`src/rtl/fetch_stage_pkg.sv`:
```
// rtl/fetch_stage_pkg.sv - shared constants and helpers for the 16-bit pipeline
//
// Contents:
//   WORD_W      datapath/instruction width
//   RESET_PC    program counter value after reset
//   NOP_INSTR   bubble encoding written into pipeline registers
//   OPC_MSB/LSB opcode field position within an instruction
//   OPC_JUMP    opcode of the unconditional jump
//   INSTR_STEP  byte distance between sequential instructions
//   jump_target PC-relative target of a jump given the jump's PC+2
package fetch_stage_pkg;

    localparam int          WORD_W     = 16;
    localparam logic [15:0] RESET_PC   = 16'h0000;
    localparam logic [15:0] NOP_INSTR  = 16'h0000;
    localparam int          OPC_MSB    = 15;
    localparam int          OPC_LSB    = 12;
    localparam logic [3:0]  OPC_JUMP   = 4'h3;
    localparam logic [15:0] INSTR_STEP = 16'd2;

    // The 12-bit offset counts instructions, so it is doubled to bytes and
    // sign-extended; the add wraps modulo 2^16 like all PC arithmetic.
    function automatic logic [WORD_W-1:0] jump_target(
        input logic [WORD_W-1:0] pc_plus2,
        input logic [WORD_W-1:0] instr
    );
        jump_target = pc_plus2 + {{3{instr[11]}}, instr[11:0], 1'b0};
    endfunction

endpackage

```
`src/rtl/fetch_stage_if.sv`:
```
// rtl/fetch_stage_if.sv - fetch stage bus: instruction memory, controls, IF/ID outputs
//
// Signals:
//   imem_addr     instruction memory read address (PC)
//   imem_instr    instruction at imem_addr, same cycle
//   stall         hold PC and IF/ID
//   flush         squash IF/ID to a bubble
//   redirect      taken branch/jump resolved downstream
//   redirect_pc   target PC for redirect
//   ifid_instr    registered instruction
//   ifid_pc_plus2 registered PC+2 of that instruction
//   ifid_valid    IF/ID holds a real instruction
//   early_jump    pulse when IF redirected itself on a jump
// Modports: master = fetch stage, slave = memory / hazard / decode side.
interface fetch_stage_if;
    import fetch_stage_pkg::*;

    logic [WORD_W-1:0] imem_addr;
    logic [WORD_W-1:0] imem_instr;
    logic              stall;
    logic              flush;
    logic              redirect;
    logic [WORD_W-1:0] redirect_pc;
    logic [WORD_W-1:0] ifid_instr;
    logic [WORD_W-1:0] ifid_pc_plus2;
    logic              ifid_valid;
    logic              early_jump;

    modport master (
        output imem_addr,
        input  imem_instr,
        input  stall,
        input  flush,
        input  redirect,
        input  redirect_pc,
        output ifid_instr,
        output ifid_pc_plus2,
        output ifid_valid,
        output early_jump
    );

    modport slave (
        input  imem_addr,
        output imem_instr,
        output stall,
        output flush,
        output redirect,
        output redirect_pc,
        input  ifid_instr,
        input  ifid_pc_plus2,
        input  ifid_valid,
        input  early_jump
    );

endinterface

```
`src/rtl/if_id_register.sv`:
```
// rtl/if_id_register.sv - pipeline register holding instr, pc_plus2 and valid
//
// Ports:
//   clk          pipeline clock
//   rst          asynchronous active-low reset (clears to bubble)
//   bubble       write a bubble (highest priority)
//   load         capture instr_d/pc_plus2_d and mark valid; hold when low
//   instr_d      incoming instruction
//   pc_plus2_d   incoming PC+2
//   instr_q      registered instruction
//   pc_plus2_q   registered PC+2
//   valid_q      register holds a real instruction
module if_id_register
    import fetch_stage_pkg::*;
(
    input  logic              clk,
    input  logic              rst,
    input  logic              bubble,
    input  logic              load,
    input  logic [WORD_W-1:0] instr_d,
    input  logic [WORD_W-1:0] pc_plus2_d,
    output logic [WORD_W-1:0] instr_q,
    output logic [WORD_W-1:0] pc_plus2_q,
    output logic              valid_q
);

    always_ff @(posedge clk or negedge rst) begin
        if (!rst) begin
            instr_q    <= NOP_INSTR;
            pc_plus2_q <= '0;
            valid_q    <= 1'b0;
        end else if (bubble) begin
            instr_q    <= NOP_INSTR;
            pc_plus2_q <= '0;
            valid_q    <= 1'b0;
        end else if (load) begin
            instr_q    <= instr_d;
            pc_plus2_q <= pc_plus2_d;
            valid_q    <= 1'b1;
        end
    end

endmodule

```
`src/rtl/fetch_stage.sv`:
```
// rtl/fetch_stage.sv - instruction fetch: PC, next-PC mux and IF/ID register
//
// Ports:
//   clk  pipeline clock
//   rst  asynchronous active-low reset
//   bus  fetch_stage_if.master (imem, stall/flush/redirect, IF/ID outputs)
// Build option: FETCH_EARLY_JUMP_EN resolves unconditional jumps in IF with
// zero penalty; otherwise jumps flow downstream and early_jump is tied 0.
module fetch_stage
    import fetch_stage_pkg::*;
(
    input  logic          clk,
    input  logic          rst,
    fetch_stage_if.master bus
);

    logic [WORD_W-1:0] pc;
    logic [WORD_W-1:0] pc_plus2;
    logic [WORD_W-1:0] pc_next;
    logic              take_jump;
    logic              ifid_bubble;

    assign pc_plus2      = pc + INSTR_STEP;
    assign bus.imem_addr = pc;

`ifdef FETCH_EARLY_JUMP_EN
    logic [WORD_W-1:0] jump_pc;

    assign jump_pc   = jump_target(pc_plus2, bus.imem_instr);
    // A downstream redirect or a stall means this fetch is not consumed now,
    // so the jump must not be acted on this cycle.
    assign take_jump = (bus.imem_instr[OPC_MSB:OPC_LSB] == OPC_JUMP)
                       && !bus.redirect && !bus.stall;
`else
    assign take_jump = 1'b0;
`endif

    assign bus.early_jump = take_jump;

    always_comb begin
        pc_next = pc_plus2;
        if (bus.redirect) begin
            pc_next = {bus.redirect_pc[WORD_W-1:1], 1'b0};
        end else if (bus.stall) begin
            pc_next = pc;
`ifdef FETCH_EARLY_JUMP_EN
        end else if (take_jump) begin
            pc_next = jump_pc;
`endif
        end
    end

    always_ff @(posedge clk or negedge rst) begin
        if (!rst) begin
            pc <= RESET_PC;
        end else begin
            pc <= pc_next;
        end
    end

    // A jump taken in IF is consumed here, so it is replaced by a bubble.
    assign ifid_bubble = bus.redirect || bus.flush || take_jump;

    if_id_register u_if_id (
        .clk        (clk),
        .rst        (rst),
        .bubble     (ifid_bubble),
        .load       (!bus.stall),
        .instr_d    (bus.imem_instr),
        .pc_plus2_d (pc_plus2),
        .instr_q    (bus.ifid_instr),
        .pc_plus2_q (bus.ifid_pc_plus2),
        .valid_q    (bus.ifid_valid)
    );

endmodule

```
`src/flat_wrapper.sv`:
```
// flat-port wrapper written by rule: the top's interface ports become plain ports
module fetch_stage_flat import fetch_stage_pkg::*;
  (clk, rst, bus_imem_addr, bus_imem_instr, bus_stall, bus_flush, bus_redirect, bus_redirect_pc, bus_ifid_instr, bus_ifid_pc_plus2, bus_ifid_valid, bus_early_jump);
  fetch_stage_if bus_i ();
  input  logic clk;
  input  logic rst;
  output wire logic [$bits(bus_i.imem_addr)-1:0] bus_imem_addr;
  input wire logic [$bits(bus_i.imem_instr)-1:0] bus_imem_instr;
  input wire logic [$bits(bus_i.stall)-1:0] bus_stall;
  input wire logic [$bits(bus_i.flush)-1:0] bus_flush;
  input wire logic [$bits(bus_i.redirect)-1:0] bus_redirect;
  input wire logic [$bits(bus_i.redirect_pc)-1:0] bus_redirect_pc;
  output wire logic [$bits(bus_i.ifid_instr)-1:0] bus_ifid_instr;
  output wire logic [$bits(bus_i.ifid_pc_plus2)-1:0] bus_ifid_pc_plus2;
  output wire logic [$bits(bus_i.ifid_valid)-1:0] bus_ifid_valid;
  output wire logic [$bits(bus_i.early_jump)-1:0] bus_early_jump;
  assign bus_imem_addr = bus_i.imem_addr;
  assign bus_i.imem_instr = bus_imem_instr;
  assign bus_i.stall = bus_stall;
  assign bus_i.flush = bus_flush;
  assign bus_i.redirect = bus_redirect;
  assign bus_i.redirect_pc = bus_redirect_pc;
  assign bus_ifid_instr = bus_i.ifid_instr;
  assign bus_ifid_pc_plus2 = bus_i.ifid_pc_plus2;
  assign bus_ifid_valid = bus_i.ifid_valid;
  assign bus_early_jump = bus_i.early_jump;
  fetch_stage u_core (.clk(clk), .rst(rst), .bus(bus_i));
endmodule
```
`config.mk`:
```
export PLATFORM = sky130hd
export DESIGN_NAME = fetch_stage_flat
export DESIGN_NICKNAME = d
export VERILOG_FILES = /design/src/rtl/fetch_stage_pkg.sv /design/src/rtl/fetch_stage_if.sv /design/src/rtl/if_id_register.sv /design/src/rtl/fetch_stage.sv /design/src/flat_wrapper.sv
export SDC_FILE = /design/constraint.sdc
export NUM_CORES = 1
export LEC_CHECK = 0
export ABC_AREA = 1
export ABC_CLOCK_PERIOD_IN_PS = 2680
export CAP_MARGIN = 20
export CORE_MARGIN = 1.5
export CORE_UTILIZATION = 47
export DETAILED_ROUTE_END_ITERATION = 6
export PLACE_DENSITY = 0.86
export SETUP_SLACK_MARGIN = 0.4
export SLEW_MARGIN = 10
export SYNTH_ARGS = -nofsm -noshare
export SYNTH_HDL_FRONTEND = slang
export SYNTH_SLANG_ARGS = --single-unit
```
`constraint.sdc`:
```
create_clock -name clk -period 2.68 [get_ports clk]
set_input_delay 0.536 -clock clk [delete_from_list [all_inputs] [get_ports clk]]
set_output_delay 0.536 -clock clk [all_outputs]
set_load 0.005 [all_outputs]
```
==> results.toml <==
[sta]
skew_ns = 0.00900
hold_viol = 0
worstMarginPinSlew_ns = 0.555
slew_violations = 0
rsz0062_at_grt = "no"
period_needed_ns = 1.85
fmax_mhz = 540
setup_ws_ns = 0.829
setup_tns_ns = 0
final-setup-viol-count = 0
max_slew_margin_pct = 62.9
period_share_pct = 69.1

[setup_path]
cp.required_ns = 2.14
critPathLaunchType = "flip-flop"
path_depth = 1
crit_buf_inv = 1
reg2reg_to = "u_core.bus.imem_addr[15]$_DFFE_PN0N_"
timing.rr.start = "u_core.bus.imem_addr[2]$_DFFE_PN0N_"
setup.worst_path.end = "bus_imem_addr[8]"
setup.worst_path.class = "reg2out"
worst_setup_path_end_kind = "output pin"
r2r_cells = 8
slowest_stage = "clkdlybuf4s50_1"
r2r_setup_slack_ns = 1.22
crit_arrival_ns = 1.31
path_delay_family = "buffers and inverters"
critical_path_peak_fanout = 6
worstSetupStartpoint = "u_core.bus.imem_addr[8]$_DFFE_PN0N_"
max_stage_delay_ns = 0.55
worstPathCellList = "clkdlybuf4s50_1"

[clock_tree]
cts_hold_buf = 0
clkLatencyLatePin_ns = 0.30
post_cts_buffers = 0
root_buffer = "clkbuf_8"
numCtsBuffers = 5
htree_levels = 2
clockBufferDepth = 2
post_cts_resized = 0
cts_tree = "done"
cts.sinks = 47
clkTransAtPathRegs_ns = 0.09

[grt]
grt_usage_pct = 22.0
grt_pass1_vias = 1937
grt_max_degree = 32
grt_overflow = 0
antenna_found_initial = 0
grt_pass1_wl_um = 8880

[yosys]
synth_area_per_cell_sq_um = 8.85
ys_seq_area_share_pct = 53.1
syn_area_sq_um = 2210
ys_ff_latch = 47
synth_cell_types = 23
syn_inst = 250
yosysWarningCount = 0

[detailed_routing]
drc = 8
dr.pass1.iters = 7
vias_per_cell = 5.10
drt_iter0_drc = 121
wl_per_cell_um = 13.8
antenna_left = 0
vias = 1975
wl_um = 5330

[floorplan]
ios = 87
die_h_um = 71.6
num_rows = 24
dieWidth_um = 71.6
start_util_pct = 49.8
core_area_sq_um = 4440
dieArea_sq_um = 5130

[placed_design]
dpl.cell_count = 379
gp_congestion = 0.925
dp_slack_ns = 0.549
dp_hpwl_um = 3930
io_buffers = 82

[run_status]
outcome = "complete, but fails checks"
violations = "design-rule violations"

[power_and_ir_drop]
leakage_nw = 1.51
ir_drop_mv = 0.364
p_per_area_nw_per_um2 = 531
total_power_mw = 1.68

[layout]
fin_cells = 387
fin_util_pct = 71.4
syn_to_final_growth_pct = 43.3
layout_common_cells = "nand2_1, clkdlybuf4s50_1, dfrtp_1"
drive_above_1_share_pct = 5.67
layout_commonest_cell = "nand2_1"
antenna_cells = 0
nets = 372

[min_path]
min_path_type = "in2async"

[flow_run]
drv_cap = 0
==> through the flow <==
| step | cell area, sq um | hold WS [ns] |
|---|---|---|
| 2_1_floorplan | 2220 | 0.240 |
| 6_report | 3170 | 0.128 |
| 3_3_place_gp | 3040 | 0.456 |
| 5_1_grt | 3170 | 0.145 |
| 4_1_cts | 3170 | 0.136 |
| 3_5_place_dp | 3040 | 0.463 |
==> layout make-up <==
type / instances / area, sq um
Fill cell: 352 / 1270
Sequential cell: 47 / 1180
Multi-Input combinational cell: 177 / 886
Timing Repair Buffer: 86 / 846
Clock buffer: 6 / 72.6
Inverter: 17 / 66.3
Tap cell: 52 / 65.1
Clock inverter: 2 / 60.1
==> layer usage <==
metal	wire [um]	GRT usage [%]	share of wire [%]	vias to the layer above
li1	-	-	-	977
met1	2260	28.2	42	922
met2	2600	37.4	49	72
met3	433	5.91	8.1	4
met4	31	4.82	0.58	0
met5	0	0	0	-
==> synthesized netlist by cell type (all sizes together) <==
| cell | n | area (sq um) |
|---|---|---|
| ha | 1 | 12.5 |
| dfrtp | 47 | 1180 |
| clkbuf | 1 | 3.75 |
| nand3 | 22 | 110 |
| o21ai | 3 | 15.0 |
| nand4 | 4 | 25.0 |
| xnor2 | 2 | 17.5 |
| a22o | 16 | 140 |
| buf | 10 | 88.8 |
| a21oi | 4 | 20.0 |
| nor2 | 16 | 98.8 |
| inv | 17 | 66.3 |
| o211ai | 4 | 30.0 |
| or2 | 1 | 6.26 |
| conb | 1 | 3.75 |
| xor2 | 4 | 35.0 |
| nand2 | 97 | 364 |
==> registers in the layout, summed over array words and instances, names as in the netlist <==
signal	flops
u_core.u_if_id.pc_plus2_q	15
u_core.bus.imem_addr	15
u_core.u_if_id.instr_q	16
u_core.u_if_id.valid_q	1
==> worst min path at each step <==
stage	from	endpoint	slack (ns)	depth (start not counted)
5_1_grt	rst	u_core.u_if_id.instr_q[1]$_DFFE_PN0P_	0.14	1
3_5_place_dp	rst	u_core.u_if_id.instr_q[1]$_DFFE_PN0P_	0.46	1
6_report	rst	u_core.u_if_id.instr_q[7]$_DFFE_PN0P_	0.13	1
4_1_cts	rst	u_core.u_if_id.instr_q[7]$_DFFE_PN0P_	0.14	1
3_3_place_gp	rst	u_core.u_if_id.instr_q[15]$_DFFE_PN0P_	0.46	1
2_1_floorplan	rst	u_core.bus.imem_addr[10]$_DFFE_PN0N_	0.24	0
==> power breakdown <==
group | switching (mW) | internal (mW) | leakage (nW)
Clock | 0.233 | 0.373 | 0.0654
Combinational | 0.127 | 0.160 | 0.820
Sequential | 0.0424 | 0.749 | 0.621
Total | 0.402 | 1.28 | 1.51
==> kinds of logic (layout without fill, tap and decap cells) <==
| group | Yosys count | in the layout | share of synthesized area, % |
|---|---|---|---|
| buf+inv | 28 | 111 | 7.18 |
| other cells | 1 | 3 | 0.169 |
| flops | 47 | 47 | 53.1 |
| simple gates | 140 | 140 | 27.3 |
| fa+ha+maj | 1 | 1 | 0.565 |
| compound gates | 27 | 27 | 9.27 |
| xor+xnor | 6 | 6 | 2.37 |
Note: power is estimated with default switching activity, not from simulation.
